$ cat src/rtl/seg_pkg.sv
// Shared definitions for the seven-segment scan display:
// load-mode encoding and active-low segment patterns ({g,f,e,d,c,b,a}).
package seg_pkg;

    typedef enum logic {
        MODE_HEX = 1'b0,
        MODE_DEC = 1'b1
    } mode_e;

    localparam logic [6:0] SEG_BLANK = 7'h7F;
    localparam logic [6:0] SEG_ZERO  = 7'h40;

    function automatic logic [6:0] seg_encode(input logic [3:0] nib);
        logic [6:0] seg;
        case (nib)
            4'h0:    seg = 7'h40;
            4'h1:    seg = 7'h79;
            4'h2:    seg = 7'h24;
            4'h3:    seg = 7'h30;
            4'h4:    seg = 7'h19;
            4'h5:    seg = 7'h12;
            4'h6:    seg = 7'h02;
            4'h7:    seg = 7'h78;
            4'h8:    seg = 7'h00;
            4'h9:    seg = 7'h10;
            4'hA:    seg = 7'h08;
            4'hB:    seg = 7'h03;
            4'hC:    seg = 7'h46;
            4'hD:    seg = 7'h21;
            4'hE:    seg = 7'h06;
            default: seg = 7'h0E;
        endcase
        return seg;
    endfunction

endpackage

$ cat src/rtl/bin2bcd_seq.sv
// Sequential shift-add-3 binary to BCD converter, one input bit per cycle.
// The first bit is consumed on the start edge; done pulses for one cycle with bcd final.
module bin2bcd_seq #(
    parameter int unsigned DATA_W     = 32,
    parameter int unsigned BCD_DIGITS = 10
) (
    input  logic                      clk,
    input  logic                      rst,
    input  logic                      start,
    input  logic [DATA_W-1:0]         bin,
    output logic                      busy,
    output logic                      done,
    output logic [BCD_DIGITS*4-1:0]   bcd
);

    localparam int unsigned BCD_W = BCD_DIGITS * 4;
    localparam int unsigned CNT_W = $clog2(DATA_W + 1);

    typedef enum logic [1:0] {
        S_IDLE,
        S_SHIFT,
        S_DONE
    } state_e;

    state_e             state, state_nx;
    logic [DATA_W-1:0]  bin_q, bin_nx;
    logic [BCD_W-1:0]   bcd_nx, bcd_adj;
    logic [CNT_W-1:0]   cnt, cnt_nx;
    logic               busy_nx, done_nx;

    // Add 3 to every digit of 5 or more ahead of the shift.
    always_comb begin
        bcd_adj = bcd;
        for (int d = 0; d < int'(BCD_DIGITS); d++) begin
            if (bcd[d*4 +: 4] >= 4'd5) begin
                bcd_adj[d*4 +: 4] = bcd[d*4 +: 4] + 4'd3;
            end
        end
    end

    always_comb begin
        state_nx = state;
        bin_nx   = bin_q;
        bcd_nx   = bcd;
        cnt_nx   = cnt;
        busy_nx  = busy;
        done_nx  = 1'b0;
        case (state)
            S_IDLE: begin
                if (start) begin
                    state_nx = S_SHIFT;
                    bin_nx   = bin << 1;
                    bcd_nx   = BCD_W'(bin[DATA_W-1]);
                    cnt_nx   = CNT_W'(DATA_W - 1);
                    busy_nx  = 1'b1;
                end
            end
            S_SHIFT: begin
                bin_nx = bin_q << 1;
                bcd_nx = BCD_W'({bcd_adj, bin_q[DATA_W-1]});
                cnt_nx = cnt - CNT_W'(1);
                if (cnt == CNT_W'(1)) begin
                    state_nx = S_DONE;
                    done_nx  = 1'b1;
                end
            end
            S_DONE: begin
                state_nx = S_IDLE;
                busy_nx  = 1'b0;
            end
            default: begin
                state_nx = S_IDLE;
                busy_nx  = 1'b0;
            end
        endcase
    end

    always_ff @(posedge clk or posedge rst) begin
        if (rst) begin
            state <= S_IDLE;
            bin_q <= '0;
            bcd   <= '0;
            cnt   <= '0;
            busy  <= 1'b0;
            done  <= 1'b0;
        end else begin
            state <= state_nx;
            bin_q <= bin_nx;
            bcd   <= bcd_nx;
            cnt   <= cnt_nx;
            busy  <= busy_nx;
            done  <= done_nx;
        end
    end

endmodule

$ cat src/rtl/seg_scan_display.sv
// Multiplexed seven-segment display driver: hex or decimal value capture,
// leading-zero blanking and a free-running digit scan.
module seg_scan_display
    import seg_pkg::*;
#(
    parameter int unsigned NUM_DIGITS  = 8,
    parameter int unsigned DATA_W      = 32,
    parameter int unsigned REFRESH_DIV = 100000
) (
    input  logic                   Clk,
    input  logic                   Reset,
    input  logic [DATA_W-1:0]      Value,
    input  logic                   Load,
    input  logic                   Mode,
    input  logic                   BlankLZ,
    output logic                   Busy,
    output logic [NUM_DIGITS-1:0]  en_out,
    output logic [6:0]             out7
);

    localparam int unsigned DISP_W     = NUM_DIGITS * 4;
    localparam int unsigned BCD_DIGITS = (DATA_W * 3) / 10 + 1;
    localparam int unsigned BCD_W      = BCD_DIGITS * 4;
    localparam int unsigned CNT_W      = $clog2(REFRESH_DIV);
    localparam int unsigned IDX_W      = (NUM_DIGITS > 1) ? $clog2(NUM_DIGITS) : 1;

    logic [DISP_W-1:0]  disp;
    mode_e              mode_q;
    logic               blank_q;
    logic               blank_pend;
    logic [CNT_W-1:0]   refresh_cnt;
    logic [IDX_W-1:0]   idx;

    logic               accept;
    logic               conv_start;
    logic               conv_done;
    logic [BCD_W-1:0]   conv_bcd;
    logic [3:0]         digit;
    logic               lead_zero;
    logic [6:0]         seg;

    assign accept     = Load && !Busy;
    assign conv_start = accept && (Mode == MODE_DEC);

    bin2bcd_seq #(
        .DATA_W     (DATA_W),
        .BCD_DIGITS (BCD_DIGITS)
    ) u_bin2bcd (
        .clk   (Clk),
        .rst   (Reset),
        .start (conv_start),
        .bin   (Value),
        .busy  (Busy),
        .done  (conv_done),
        .bcd   (conv_bcd)
    );

    // Blank flag for a decimal load waits with the result so the old value stays intact.
    always_ff @(posedge Clk or posedge Reset) begin
        if (Reset) begin
            disp       <= '0;
            mode_q     <= MODE_HEX;
            blank_q    <= 1'b0;
            blank_pend <= 1'b0;
        end else if (accept) begin
            mode_q     <= mode_e'(Mode);
            blank_pend <= BlankLZ;
            if (Mode == MODE_HEX) begin
                disp    <= DISP_W'(Value);
                blank_q <= BlankLZ;
            end
        end else if (conv_done && mode_q == MODE_DEC) begin
            disp    <= DISP_W'(conv_bcd);
            blank_q <= blank_pend;
        end
    end

    always_comb begin
        digit     = disp[{idx, 2'b00} +: 4];
        lead_zero = (disp >> {idx, 2'b00}) == '0;
        seg       = seg_encode(digit);
        if (blank_q && idx != IDX_W'(0) && lead_zero) begin
            seg = SEG_BLANK;
        end
    end

    // Scan timing and registered digit drive.
    always_ff @(posedge Clk or posedge Reset) begin
        if (Reset) begin
            refresh_cnt <= '0;
            idx         <= '0;
            en_out      <= ~NUM_DIGITS'(1);
            out7        <= SEG_ZERO;
        end else begin
            if (refresh_cnt == CNT_W'(REFRESH_DIV - 1)) begin
                refresh_cnt <= '0;
                idx         <= (idx == IDX_W'(NUM_DIGITS - 1)) ? IDX_W'(0) : idx + IDX_W'(1);
            end else begin
                refresh_cnt <= refresh_cnt + CNT_W'(1);
            end
            en_out <= ~(NUM_DIGITS'(1) << idx);
            out7   <= seg;
        end
    end

endmodule
$ cat config.mk
export PLATFORM = sky130hd
export DESIGN_NAME = seg_scan_display
export DESIGN_NICKNAME = d
export VERILOG_FILES = /design/src/rtl/seg_pkg.sv /design/src/rtl/bin2bcd_seq.sv /design/src/rtl/seg_scan_display.sv
export SDC_FILE = /design/constraint.sdc
export NUM_CORES = 1
export LEC_CHECK = 0
export CAP_MARGIN = 20
export CORE_ASPECT_RATIO = 0.6
export CORE_UTILIZATION = 59
export DETAILED_ROUTE_END_ITERATION = 7
export GPL_ROUTABILITY_DRIVEN = 1
export GPL_TIMING_DRIVEN = 0
export PLACE_DENSITY = 0.8
export SLEW_MARGIN = 0
export SYNTH_ARGS = -nofsm -noshare
export SYNTH_HDL_FRONTEND = slang
export SYNTH_SLANG_ARGS = --single-unit
$ cat constraint.sdc
create_clock -name Clk -period 5.8 [get_ports Clk]
set_input_delay 0.58 -clock Clk [delete_from_list [all_inputs] [get_ports Clk]]
set_output_delay 0.58 -clock Clk [all_outputs]
set_load 0.005 [all_outputs]
==> impl_results.md <==
- GRT Util Overall: 0.3388
- Slowest Stage Delay on Critical Path: 0.41 ns
- Pleak: 3.666 nW
- Final Hold Fails: 0
- Unrepaired setup endpoints after global routing: no
- Footprint of the multi-input gates: 0.003386 mm^2
- Worst path cell trace: buf_2, buf_2, clkbuf_1, mux4_2, mux2i_1, ha_1, nand3_1, or4_1, clkbuf_1, o221ai_1
- Buf/Inv on CP: 4
- Worst-case vdd ir drop: 0.2852 mV
- Worst clock skew: 0.01262 ns
- Worst path top cell family by delay: buffers and inverters
- Vias after detailed routing: 6,399
- Dpl hpwl: 14,850 um
- Fmax achieved: 0.2912 GHz
- RR Startpoint: idx[1]
- Synth Register Bits: 143
- Placement Cell Area: 0.008020 mm^2
- First-pass GRT wire length: 32,660 um
- Starting Density: 0.6245
- Worst reg-to-reg path cell count: 10
- Largest net degree at the start of global routing: 84
- Synth Net Count: 853
- Ys async rst share: 1.000
- Top_reg_cell synth: dfrtp_1
- Area grow syn2layout: 18.29%
- RR Endpoint: out7[4]
- Die extent in y: 87.97 um
- Design area: 0.008596 mm^2
- Number of antenna violations at the first check in global routing: 0
- Critical path type: reg -> reg
- WL/cell: 19.87 um
- Worst-path clk slew: 0.06 ns
- DRT Pass-1 Iters: 5
- Max H-tree Level: 4
- Number of global-route vias before repair: 6,092
- Worst-margin pin slew: 0.7675 ns
- Clk sink count: 143
- Synth warn: 0
- PnR Total Power: 0.004655 W
- CP arrival: 3.76 ns
- Post-route ant nets: 0
- Slew Limit Headroom: 0.4883
- # diodes: 0
- Crit-path slowest cell: or4_1
- PortBufs: 52
- Vias per cell: 6.213
- Critical Path End: out7[4]
- Overflow after GRT: 0
- Critical Path RT: 6.12 ns
- HP Class: reg -> reg
- Filler cell count: 836
- Avg Inst Size Synth: 9.257 um^2
- Crit-path max FO: 10
- Share of layout cells above drive strength 1: 0.06207
- Max-Cap Viols: 0
- Commonest non-fill, non-tap cell in the layout: dfrtp_1
- GP Congestion: 0.9179
- Residual DRC count: 0
- Post-CTS sizing: 0
- Final net count: 925
- Initial DRC Count: 772
- TritonCTS clock tree: done
- Inserted Clock Buffers: 17
- Worst Setup Start Kind: flip-flop
- Synth unique cells: 46
- Post-CTS Setup Inserts: 0
- Maximum clock path buffer count: 2
- Die area: 0.01278 mm^2
- Tmin final: 3.434 ns
- Worst-Skew Late Latency: 0.43 ns
- Status: finished clean
- Post-CTS Hold Fix Bufs: 0
- EDFF count, synth: 0
- Syn Inst Count: 785
- R2r setup slk: 2.37 ns
- CORE AREA: 0.01164 mm^2
- Endpoints failing setup: 0
- Io pins: 53
- Most frequent cells in the layout: 135 x dfrtp_1, 126 x nand2_1, 103 x nor2_1, 52 x clkdlybuf4s50_1, 50 x a21oi_1
- Clock root cell: clkbuf_16
- Core Util, Final: 0.7387
- Die width: 145.3 um
- Seq/Total Area, Yosys: 0.4938
- Setup crit end kind: flip-flop
- Flip-flop and latch area: 0.003588 mm^2
- Critical path startpoint: idx[1]
- Power Dens Cells: 541.5 mW/mm^2
- Ratio of final minimum period to clock period: 0.5920
- Standard-cell row count: 30
- Post-synthesis cell area: 0.007267 mm^2
- Final WL: 20,460 um
- Pins Over Slew Limit: 0
- Critical path depth: 10
## how the worst min path moves through the flow
| stage | start | endpoint | slack, ns | cells after the start |
|---|---|---|---|---|
| after floorplan | blank_pend | blank_pend | 0.44 | 2 |
| after CTS | refresh_cnt[0] | refresh_cnt[0] | 0.50 | 1 |
| after detailed placement | u_bin2bcd.bin_q[1] | u_bin2bcd.bin_q[1] | 0.49 | 1 |
| after global routing | refresh_cnt[0] | refresh_cnt[0] | 0.53 | 1 |
| final | refresh_cnt[0] | refresh_cnt[0] | 0.50 | 1 |
| after global placement | blank_pend | blank_pend | 0.46 | 2 |
## power breakdown
part           internal [W]  switching [W]
Combinational      0.000726        0.00113
Clock              0.000635       0.000451
Sequential          0.00138       0.000329
Total               0.00274        0.00191
## layout make-up
class | instances | area share
Clock inverter | 13 | 0.01659
Inverter | 32 | 0.01456
Tap cell | 160 | 0.02329
Multi-Input combinational cell | 565 | 0.3939
Timing Repair Buffer | 53 | 0.06376
Buffer | 45 | 0.02009
Clock buffer | 19 | 0.05036
Sequential cell | 143 | 0.4175
## logic make-up after synthesis
family / share of synthesized area
multiplexers: 0.04580
flip-flops: 0.4938
AO/OA/AOI/OAI: 0.1515
buffers and inverters: 0.04029
adder cells (fa/ha/maj): 0.05337
XOR/XNOR: 0.03616
AND/OR/NAND/NOR: 0.1791
## per-layer routing
layer	wire length (um)	part of all wire	global-route usage
met3	2490	0.12	0.1172
met5	0	0	0
met1	8955	0.44	0.4756
met2	8706	0.43	0.5022
met4	311	0.015	0.09569
## cell usage after synthesis (16+ instances only)
master / count / share of area
nand3_1: 20 / 0.014
clkbuf_1: 38 / 0.020
ha_1: 31 / 0.053
dfrtp_1: 135 / 0.46
a31oi_1: 46 / 0.040
o22ai_1: 16 / 0.014
xnor2_1: 17 / 0.020
a21oi_1: 50 / 0.034
o21ai_0: 27 / 0.019
inv_1: 30 / 0.015
nor2_1: 103 / 0.053
nand2_1: 126 / 0.065
## sequential cells by signal (all words and copies together) (netlist names)
signal,flops
u_bin2bcd.done,1
disp,32
blank_q,1
mode_q,1
u_bin2bcd.bin_q,31
en_out,8
refresh_cnt,17
idx,3
u_bin2bcd.state,2
out7,7
u_bin2bcd.busy,1
blank_pend,1
u_bin2bcd.bcd,32
u_bin2bcd.cnt,6
## worst reg2reg max path: cells and delay by family (launching register included)
kind / cells / cell delay, ns
compound gates: 1 / 0.23
buf+inv: 4 / 1.12
simple gates: 2 / 0.49
fa+ha+maj: 1 / 0.32
flops: 1 / 0.38
mux: 2 / 0.80
## metrics by stage
step                      worst slack, ns  setup TNS, ns  hold slack (ns)  instances
after floorplan                     1.395              0           0.4358        785
after global placement            -0.4558         -60.31           0.4570        997
after detailed placement            2.477              0           0.4885        998
after CTS                           2.425              0           0.5030       1030
after global routing                2.102              0           0.5301       1030
final                               2.366              0           0.5010       1030
No activity file was read; power rests on OpenSTA's default activity.
